**src/rtl/bsg_front_side_bus_hop_in_if.sv**
```systemverilog
// Bundle for the inbound front-side-bus hop: one upstream ready/valid stream
// plus two replicated consumer streams (bit/half 0 = local tile, 1 = next hop).
interface bsg_front_side_bus_hop_in_if #(
  parameter int width_p = 16
);
  logic                   v_i;
  logic [width_p-1:0]     data_i;
  logic                   ready_o;
  logic [1:0]             v_o;
  logic [2*width_p-1:0]   data_o;
  logic [1:0]             ready_i;

  modport master (
    output v_i, data_i, ready_i,
    input  ready_o, v_o, data_o
  );

  modport slave (
    input  v_i, data_i, ready_i,
    output ready_o, v_o, data_o
  );
endinterface

```
**src/rtl/bsg_front_side_bus_hop_in.sv**
```systemverilog
// Inbound hop: small FIFO whose head word is replicated to two consumers and
// retired only once both have accepted it, in either order.
module bsg_front_side_bus_hop_in #(
  parameter int width_p = 16,
  parameter int els_p   = 2
) (
  input logic                          clk_i,
  input logic                          reset_i,
  bsg_front_side_bus_hop_in_if.slave   bus
);

  localparam int ptr_w_lp = $clog2(els_p);
  localparam logic [ptr_w_lp-1:0] ptr_one_lp = ptr_w_lp'(1);

  logic [width_p-1:0]  mem_r [els_p];
  logic [ptr_w_lp-1:0] head_r, tail_r;
  logic                empty_r, full_r;
  logic [1:0]          sent_r;

  logic                enq_s, deq_s;
  logic [1:0]          v_s, fire_s, done_s;
  logic [ptr_w_lp-1:0] head_inc_s, tail_inc_s;

  // Handshake decode; every term comes from registers or consumer/upstream inputs.
  always_comb begin
    enq_s      = 1'b0;
    v_s        = 2'b00;
    fire_s     = 2'b00;
    done_s     = 2'b00;
    deq_s      = 1'b0;
    head_inc_s = head_r + ptr_one_lp;
    tail_inc_s = tail_r + ptr_one_lp;
    enq_s      = bus.v_i & ~full_r;
    v_s        = {2{~empty_r}} & ~sent_r;
    fire_s     = v_s & bus.ready_i;
    done_s     = sent_r | fire_s;
    deq_s      = ~empty_r & done_s[0] & done_s[1];
  end

  assign bus.ready_o = ~full_r;
  assign bus.v_o     = v_s;
  assign bus.data_o  = {2{mem_r[head_r]}};

  // Storage array; contents are don't-care until written, so it carries no reset.
  always_ff @(posedge clk_i) begin
    if (enq_s) begin
      mem_r[tail_r] <= bus.data_i;
    end
  end

  // Pointers, occupancy flags and per-consumer delivery tracking.
  always_ff @(posedge clk_i or negedge reset_i) begin
    if (!reset_i) begin
      head_r  <= '0;
      tail_r  <= '0;
      empty_r <= 1'b1;
      full_r  <= 1'b0;
      sent_r  <= 2'b00;
    end else begin
      if (enq_s) begin
        tail_r <= tail_inc_s;
      end else begin
        tail_r <= tail_r;
      end

      // A retiring word clears both sent bits so the next head starts fresh.
      if (deq_s) begin
        head_r <= head_inc_s;
        sent_r <= 2'b00;
      end else begin
        head_r <= head_r;
        sent_r <= sent_r | fire_s;
      end

      // Flags carry the full/empty distinction that equal pointers cannot.
      if (enq_s && !deq_s) begin
        empty_r <= 1'b0;
        full_r  <= (tail_inc_s == head_r);
      end else if (deq_s && !enq_s) begin
        full_r  <= 1'b0;
        empty_r <= (head_inc_s == tail_r);
      end else begin
        empty_r <= empty_r;
        full_r  <= full_r;
      end
    end
  end

endmodule

```
**src/flat_wrapper.sv**
```systemverilog
// flat-port wrapper written by rule: the top's interface ports become plain ports
module bsg_front_side_bus_hop_in_flat 
#(
  parameter int width_p = 16,
  parameter int els_p   = 2
)
  (clk_i, reset_i, bus_v_i, bus_data_i, bus_ready_i, bus_ready_o, bus_v_o, bus_data_o);
  bsg_front_side_bus_hop_in_if #(.width_p(width_p)) bus_i ();
  input logic clk_i;
  input logic reset_i;
  input wire logic [$bits(bus_i.v_i)-1:0] bus_v_i;
  input wire logic [$bits(bus_i.data_i)-1:0] bus_data_i;
  input wire logic [$bits(bus_i.ready_i)-1:0] bus_ready_i;
  output wire logic [$bits(bus_i.ready_o)-1:0] bus_ready_o;
  output wire logic [$bits(bus_i.v_o)-1:0] bus_v_o;
  output wire logic [$bits(bus_i.data_o)-1:0] bus_data_o;
  assign bus_i.v_i = bus_v_i;
  assign bus_i.data_i = bus_data_i;
  assign bus_i.ready_i = bus_ready_i;
  assign bus_ready_o = bus_i.ready_o;
  assign bus_v_o = bus_i.v_o;
  assign bus_data_o = bus_i.data_o;
  bsg_front_side_bus_hop_in #(.width_p(width_p), .els_p(els_p)) u_core (.clk_i(clk_i), .reset_i(reset_i), .bus(bus_i));
endmodule
```
**config.mk**
```make
export PLATFORM = sky130hd
export DESIGN_NAME = bsg_front_side_bus_hop_in_flat
export DESIGN_NICKNAME = d
export VERILOG_FILES = /design/src/rtl/bsg_front_side_bus_hop_in_if.sv /design/src/rtl/bsg_front_side_bus_hop_in.sv /design/src/flat_wrapper.sv
export SDC_FILE = /design/constraint.sdc
export NUM_CORES = 1
export LEC_CHECK = 0
export ABC_AREA = 0
export CAP_MARGIN = 20
export CORE_ASPECT_RATIO = 0.7
export CORE_UTILIZATION = 44
export DETAILED_ROUTE_END_ITERATION = 8
export PLACE_DENSITY = 0.87
export SLEW_MARGIN = 0
export SYNTH_ARGS = -nofsm -noshare
export SYNTH_HDL_FRONTEND = slang
export SYNTH_SLANG_ARGS = --single-unit
```
**constraint.sdc**
```tcl
create_clock -name clk_i -period 2.8 [get_ports clk_i]
set_input_delay 0.42 -clock clk_i [delete_from_list [all_inputs] [get_ports clk_i]]
set_output_delay 0.42 -clock clk_i [all_outputs]
set_load 0.05 [all_outputs]
```
==> results of run 1 <==
placed cells by master, fill, tap and decap left out, drive strengths merged:
cell type | synthesis | layout
clkdlybuf4s50 | 0 | 37
edfxtp | 32 | 32
buf | 18 | 21
mux2 | 16 | 16
nor2 | 8 | 8
clkbuf | 0 | 6
dfrtp | 5 | 5
inv | 3 | 3
a21oi | 2 | 2
nor2b | 2 | 2
xor2 | 2 | 2
nand2 | 2 | 2
clkinv | 0 | 2
and2 | 1 | 1
nor3 | 1 | 1
xnor2 | 1 | 1
o31ai | 1 | 1
nand2b | 1 | 1
o21ai | 1 | 1
ha | 1 | 1
dfstp | 1 | 1
layout make-up:
cell class,instances,share of cell area
multi-input cells,39,0.162
inverters,3,0.00525
clock buffers,6,0.0339
well taps,50,0.0292
clock inverters,2,0.00409
flip-flops and latches,38,0.519
repair buffers,58,0.246
critical path: stages, from the launching register on:
cell and delay (ps):
dfrtp_1 630, mux2_2 410, clkdlybuf4s50_1 710
final timing paths:
kind	to	slack [ps]	cells past startpoint
hold / removal	u_core.tail_r	370	1
min in group clk_i	u_core.full_r	530	2
setup reg to reg	u_core.full_r	1320	6
hold reg to reg	u_core.full_r	530	2
setup / recovery	bus_data_o[11]	350	2
max in group asynchronous	u_core.empty_r	2160	1
kinds of logic after synthesis:
logic type      after synthesis  synth area share
xor+xnor                      3            0.0162
simple gates                 15            0.0447
fa+ha+maj                     1           0.00771
compound gates                4            0.0139
flops                        38             0.685
mux                          16             0.132
buf+inv                      21             0.100
routing by layer:
layer | vias up | part of all wire
li1 | 422 | -
met1 | 425 | 0.41
met2 | 42 | 0.48
met3 | 8 | 0.087
met4 | 0 | 0.021
met5 | - | 0
per-stage QoR:
stage | utilization | worst slack (ps) | area [um^2]
3_5_place_dp | 0.587 | 644 | 2060
3_3_place_gp | 0.587 | 679 | 2060
6_report | 0.610 | 348 | 2140
4_1_cts | 0.610 | 322 | 2140
5_1_grt | 0.610 | 263 | 2140
2_1_floorplan | - | 963 | 1620
state kept, by name (all words and copies together), names as in the netlist:
register        count
u_core.tail_r       1
u_core.full_r       1
u_core.sent_r       2
u_core.empty_r      1
u_core.head_r       1
u_core.mem_r       32
==> metrics.md, run 1 <==
| Metric | Value |
|---|---|
| Status | `finished, final reports clean` |
| CTS sink cnt | `38` |
| Vias after detailed routing | `about 900` |
| Core footprint | `roughly 0.0035 mm^2` |
| Synthesized instance count | `98` |
| Met2 usage | `0.246` |
| Reg clk slew, reported paths | `about 70 ps` |
| Post-CTS Setup Bufs | `0` |
| Hold_ws | `between 300 and 400 ps` |
| WP data arrival | `just over 2000 ps` |
| EDFF count, synth | `32` |
| Post-synthesis cell area | `around 0.0016 mm^2` |
| Register Area | `between 0.001 and 0.0015 mm^2` |
| Num ports | `56` |
| Antenna diodes | `0` |
| Fin Setup TNS | `0 ps` |
| Drt pass-1 iters | `4` |
| FF+latch count, synth | `38` |
| Hold-fix buffers, CTS | `0` |
| Post-layout min period | `2450 ps` |
| Die Span X | `74.6 um` |
| GR peak layer | `met2` |
| DR vias/cell | `roughly 4.6` |
| Final Hold Viols | `0` |
| CP max FO | `10` |
| Endpoints failing setup | `0` |
| Worst setup startpoint | `u_core.head_r` |
| DR WL/cell | `13.9 um` |
| Full die area | `0.00394 mm^2` |
| Syn_nets | `120` |
| Clk_lat worst skew | `280 ps` |
| CP required | `between 2000 and 2500 ps` |
| Post-synthesis area per instance | `about 17 um^2` |
| Area of the multi-input gates | `348 um^2` |
| Crit path capture type | `output pin` |
| Top achievable clock speed | `roughly 410 MHz` |
| Setup crit start kind | `register` |
| Post-synth top flop | `edfxtp_1` |
| Post-DRT Antenna Nets | `0` |
| Worst Hold Class | `in2async` |
| Max-cap viol count | `0` |
| RSZ-0062 raised after global routing | `no` |
| Final instance count without filler cells | `approximately 200` |
| Largest net degree at the start of global routing | `17` |
| Synth warnings | `0` |
| Slew @ Worst Pin | `around 510 ps` |
| Rows | `18` |
| Clk root buf | `clkbuf_8` |
| Clk_skew | `2.71 ps` |
| Met1 Use GR | `0.176` |
| Placed cells | `about 190` |
| Slew HR | `0.659` |
| Area leader, netlist | `edfxtp_1` |
| CTS buffer count | `5` |
| Yosys cell types | `21` |
| Final worst path period share | `0.876` |
| Fillers | `280` |
| Chip height | `about 53 um` |
| CP Class | `reg2out` |
| Largest buffer count on any clock path | `2` |
| FFs w/ async S/R, synth | `0.158` |
| Share of layout cells above drive strength 1 | `0.308` |
| Drt first-iter violations | `43` |
| Slew Viols, Final | `0` |
| Layout net count | `167` |
| Vias in the first global route | `901` |
| First-pass GRT wire length | `4160 um` |
| Remaining Overflow, GRT | `0` |
| Met3 usage | `0.0635` |
| TritonCTS clock tree | `done` |
| Top-count cell post-synth | `edfxtp_1` |
| Post-CTS sizing | `0` |
| Initial Util | `0.462` |
| Reg2reg start | `u_core.sent_r[1]` |
| Area grow syn2layout | `32.1%` |
| Antenna violations before repair | `0` |
| Port Buffers | `55` |
| Remaining DRCs | `0` |
| RePlAce Congestion | `roughly 0.65` |
| Drt total wl | `roughly 2700 um` |
| Sequential area share after synthesis | `0.685` |
| Synth top cells by count | `edfxtp_1 (32), buf_4 (16), mux2_4 (9), nor2_1 (8), mux2_2 (7)` |
| Synth top area cells | `edfxtp_1 (59%), mux2_4 (8.3%), dfrtp_1 (7.7%)` |
| Final HPWL DP | `about 2000 um` |
| Htree depth | `2` |
| Synth top area share | `0.592` |
| Global-route usage over all layers | `0.156` |
Power of run 1 is left out: the tool's default activity adds up to more than one toggle a clock period on the data nets, which glitch-free logic cannot reach.
==> run 2, diff against run 1 <==
Settings changed: CORE_UTILIZATION 44 to 48, PLACE_DENSITY 0.87 to 0.93.
==> run 2 against run 1 <==
Compared with the run above:
- utilization grew 6.4 points
- first-iteration DRC count decreased by 28%
- clock skew increased by 3.1 ps
- cell area is 0.29% higher
- critical path type unchanged
- die area is 8.1% lower
- via count is 1.1% higher
- register-to-register slack lost 160 ps
- largest cell class unchanged
- cell count fell by 5.6%
- sequential cell count unchanged
- hold slack about the same
- non-clock buffer count rose by 1
==> metrics.md, run 2 (synthesis gave the netlist of run 1 again) <==
| Metric | Value |
|---|---|
| Status | `finished, final reports clean` |
| Worst Hold Class | `in2async` |
| Largest net degree at the start of global routing | `13` |
| TritonCTS clock tree | `done` |
| Biggest regs | `u_core.mem_r x32, u_core.sent_r x2` |
| Full die area | `around 0.0036 mm^2` |
| CP max FO | `10` |
| Drt first-iter violations | `31` |
| Chip height | `50.6 um` |
| Remaining Overflow, GRT | `0` |
| Share of layout cells above drive strength 1 | `0.327` |
| Htree depth | `2` |
| Endpoints failing setup | `0` |
| CTS buffer count | `5` |
| Vias in the first global route | `909` |
| Clk root buf | `clkbuf_8` |
| Largest stage delay on the critical path | `roughly 700 ps` |
| Clk_lat worst skew | `a little under 300 ps` |
| Global-route usage over all layers | `0.166` |
| Post-layout min period | `between 2000 and 2500 ps` |
| Layout net count | `roughly 170` |
| DR vias/cell | `roughly 4.9` |
| Slew Viols, Final | `0` |
| Final HPWL DP | `2000 um` |
| Most frequent cells in the layout | `clkdlybuf4s50_1 (37), edfxtp_1 (32), buf_4 (22)` |
| CP Class | `reg2out` |
| CP required | `about 2400 ps` |
| Final Hold Viols | `0` |
| Post-DRT Antenna Nets | `0` |
| Top reg by flops | `u_core.mem_r` |
| Post-CTS Setup Bufs | `0` |
| Top achievable clock speed | `between 400 and 500 MHz` |
| CTS sink cnt | `38` |
| Hold-fix buffers, CTS | `0` |
| Crit path capture type | `output pin` |
| Slew @ Worst Pin | `512 ps` |
| Largest buffer count on any clock path | `2` |
| WP data arrival | `just under 2000 ps` |
| Antenna violations before repair | `0` |
| Reg clk slew, reported paths | `70 ps` |
| RePlAce Congestion | `about 0.66` |
| Final worst path period share | `0.861` |
| CP top delay family | `buffers and inverters` |
| Drt total wl | `between 2000 and 3000 um` |
| Leading cell type in the layout, fill and taps excluded | `clkdlybuf4s50_1` |
| Post-CTS sizing | `0` |
| First-pass GRT wire length | `between 4000 and 5000 um` |
| Final core utilization | `0.674` |
| Antenna diodes | `0` |
| Port Buffers | `between 50 and 60` |
| Core footprint | `approximately 0.0032 mm^2` |
| Fin Setup TNS | `0 ps` |
| Remaining DRCs | `0` |
| Max-cap viol count | `0` |
| Bufs and invs on worst path | `1` |
| Max reg flops | `32` |
| Final instance count without filler cells | `roughly 190` |
| Setup crit start kind | `register` |
| Rows | `17` |
| Slew HR | `0.658` |
| Drt pass-1 iters | `4` |
| Num ports | `56` |
| Vias after detailed routing | `slightly above 900` |
| RSZ-0062 raised after global routing | `no` |
| Placed cells | `177` |
| Die Span X | `71.5 um` |
| Initial Util | `0.509` |
| Critical-path cell list | `mux2_2, clkdlybuf4s50_1` |
| Area grow syn2layout | `32.5%` |
| Slowest cell on the critical path | `clkdlybuf4s50_1` |
| DR WL/cell | `~15 um` |
| Clk_skew | `5.82 ps` |
## run 2: worst paths after layout
check                           slack [ps]           from  depth (start not counted)             endpoint
worst max-delay path                   390  u_core.head_r                          2        bus_data_o[9]
min in group clk_i                     530  u_core.full_r                          2        u_core.full_r
worst max register to register        1160  u_core.full_r                          3  u_core.mem_r[1][12]
worst min register to register         530  u_core.full_r                          2        u_core.full_r
worst min-delay path                   370        reset_i                          1        u_core.tail_r
max in group asynchronous             2150        reset_i                          1       u_core.empty_r
## run 2: final cells by class
| class | instances | area [um^2] |
|---|---|---|
| clock buffers | 6 | 82.6 |
| clock inverters | 2 | 12.5 |
| fillers | 225 | 1040 |
| inverters | 3 | 11.3 |
| multi-input cells | 39 | 348 |
| flip-flops and latches | 38 | 1110 |
| well taps | 38 | 47.5 |
| repair buffers | 59 | 536 |
## run 2: per-layer routing
metal / GRT usage / up-vias / routed length (um)
met1: 0.174 / 428 / 1140
met2: 0.284 / 48 / 1310
met4: 0.0784 / 0 / 32
met3: 0.0783 / 4 / 248
li1: - / 427 / -
met5: 0 / - / 0
## run 2: metrics by stage
stage	worst slack (ps)	hold WS [ps]	cell area [um^2]
final	390	371	2150
after global routing	317	376	2150
after CTS	362	374	2150
after detailed placement	681	524	2050
after global placement	688	492	2050
after floorplan	963	124	1620
Power of run 2 is left out for the same reason.
==> run 3, diff against run 2 <==
Settings changed: HOLD_SLACK_MARGIN set to 0.06, SKIP_CTS_REPAIR_TIMING set to 1.
==> results of run 3 <==
Final layout, timing and power as in run 2 (identical DEF).
Power of run 3 is left out for the same reason.
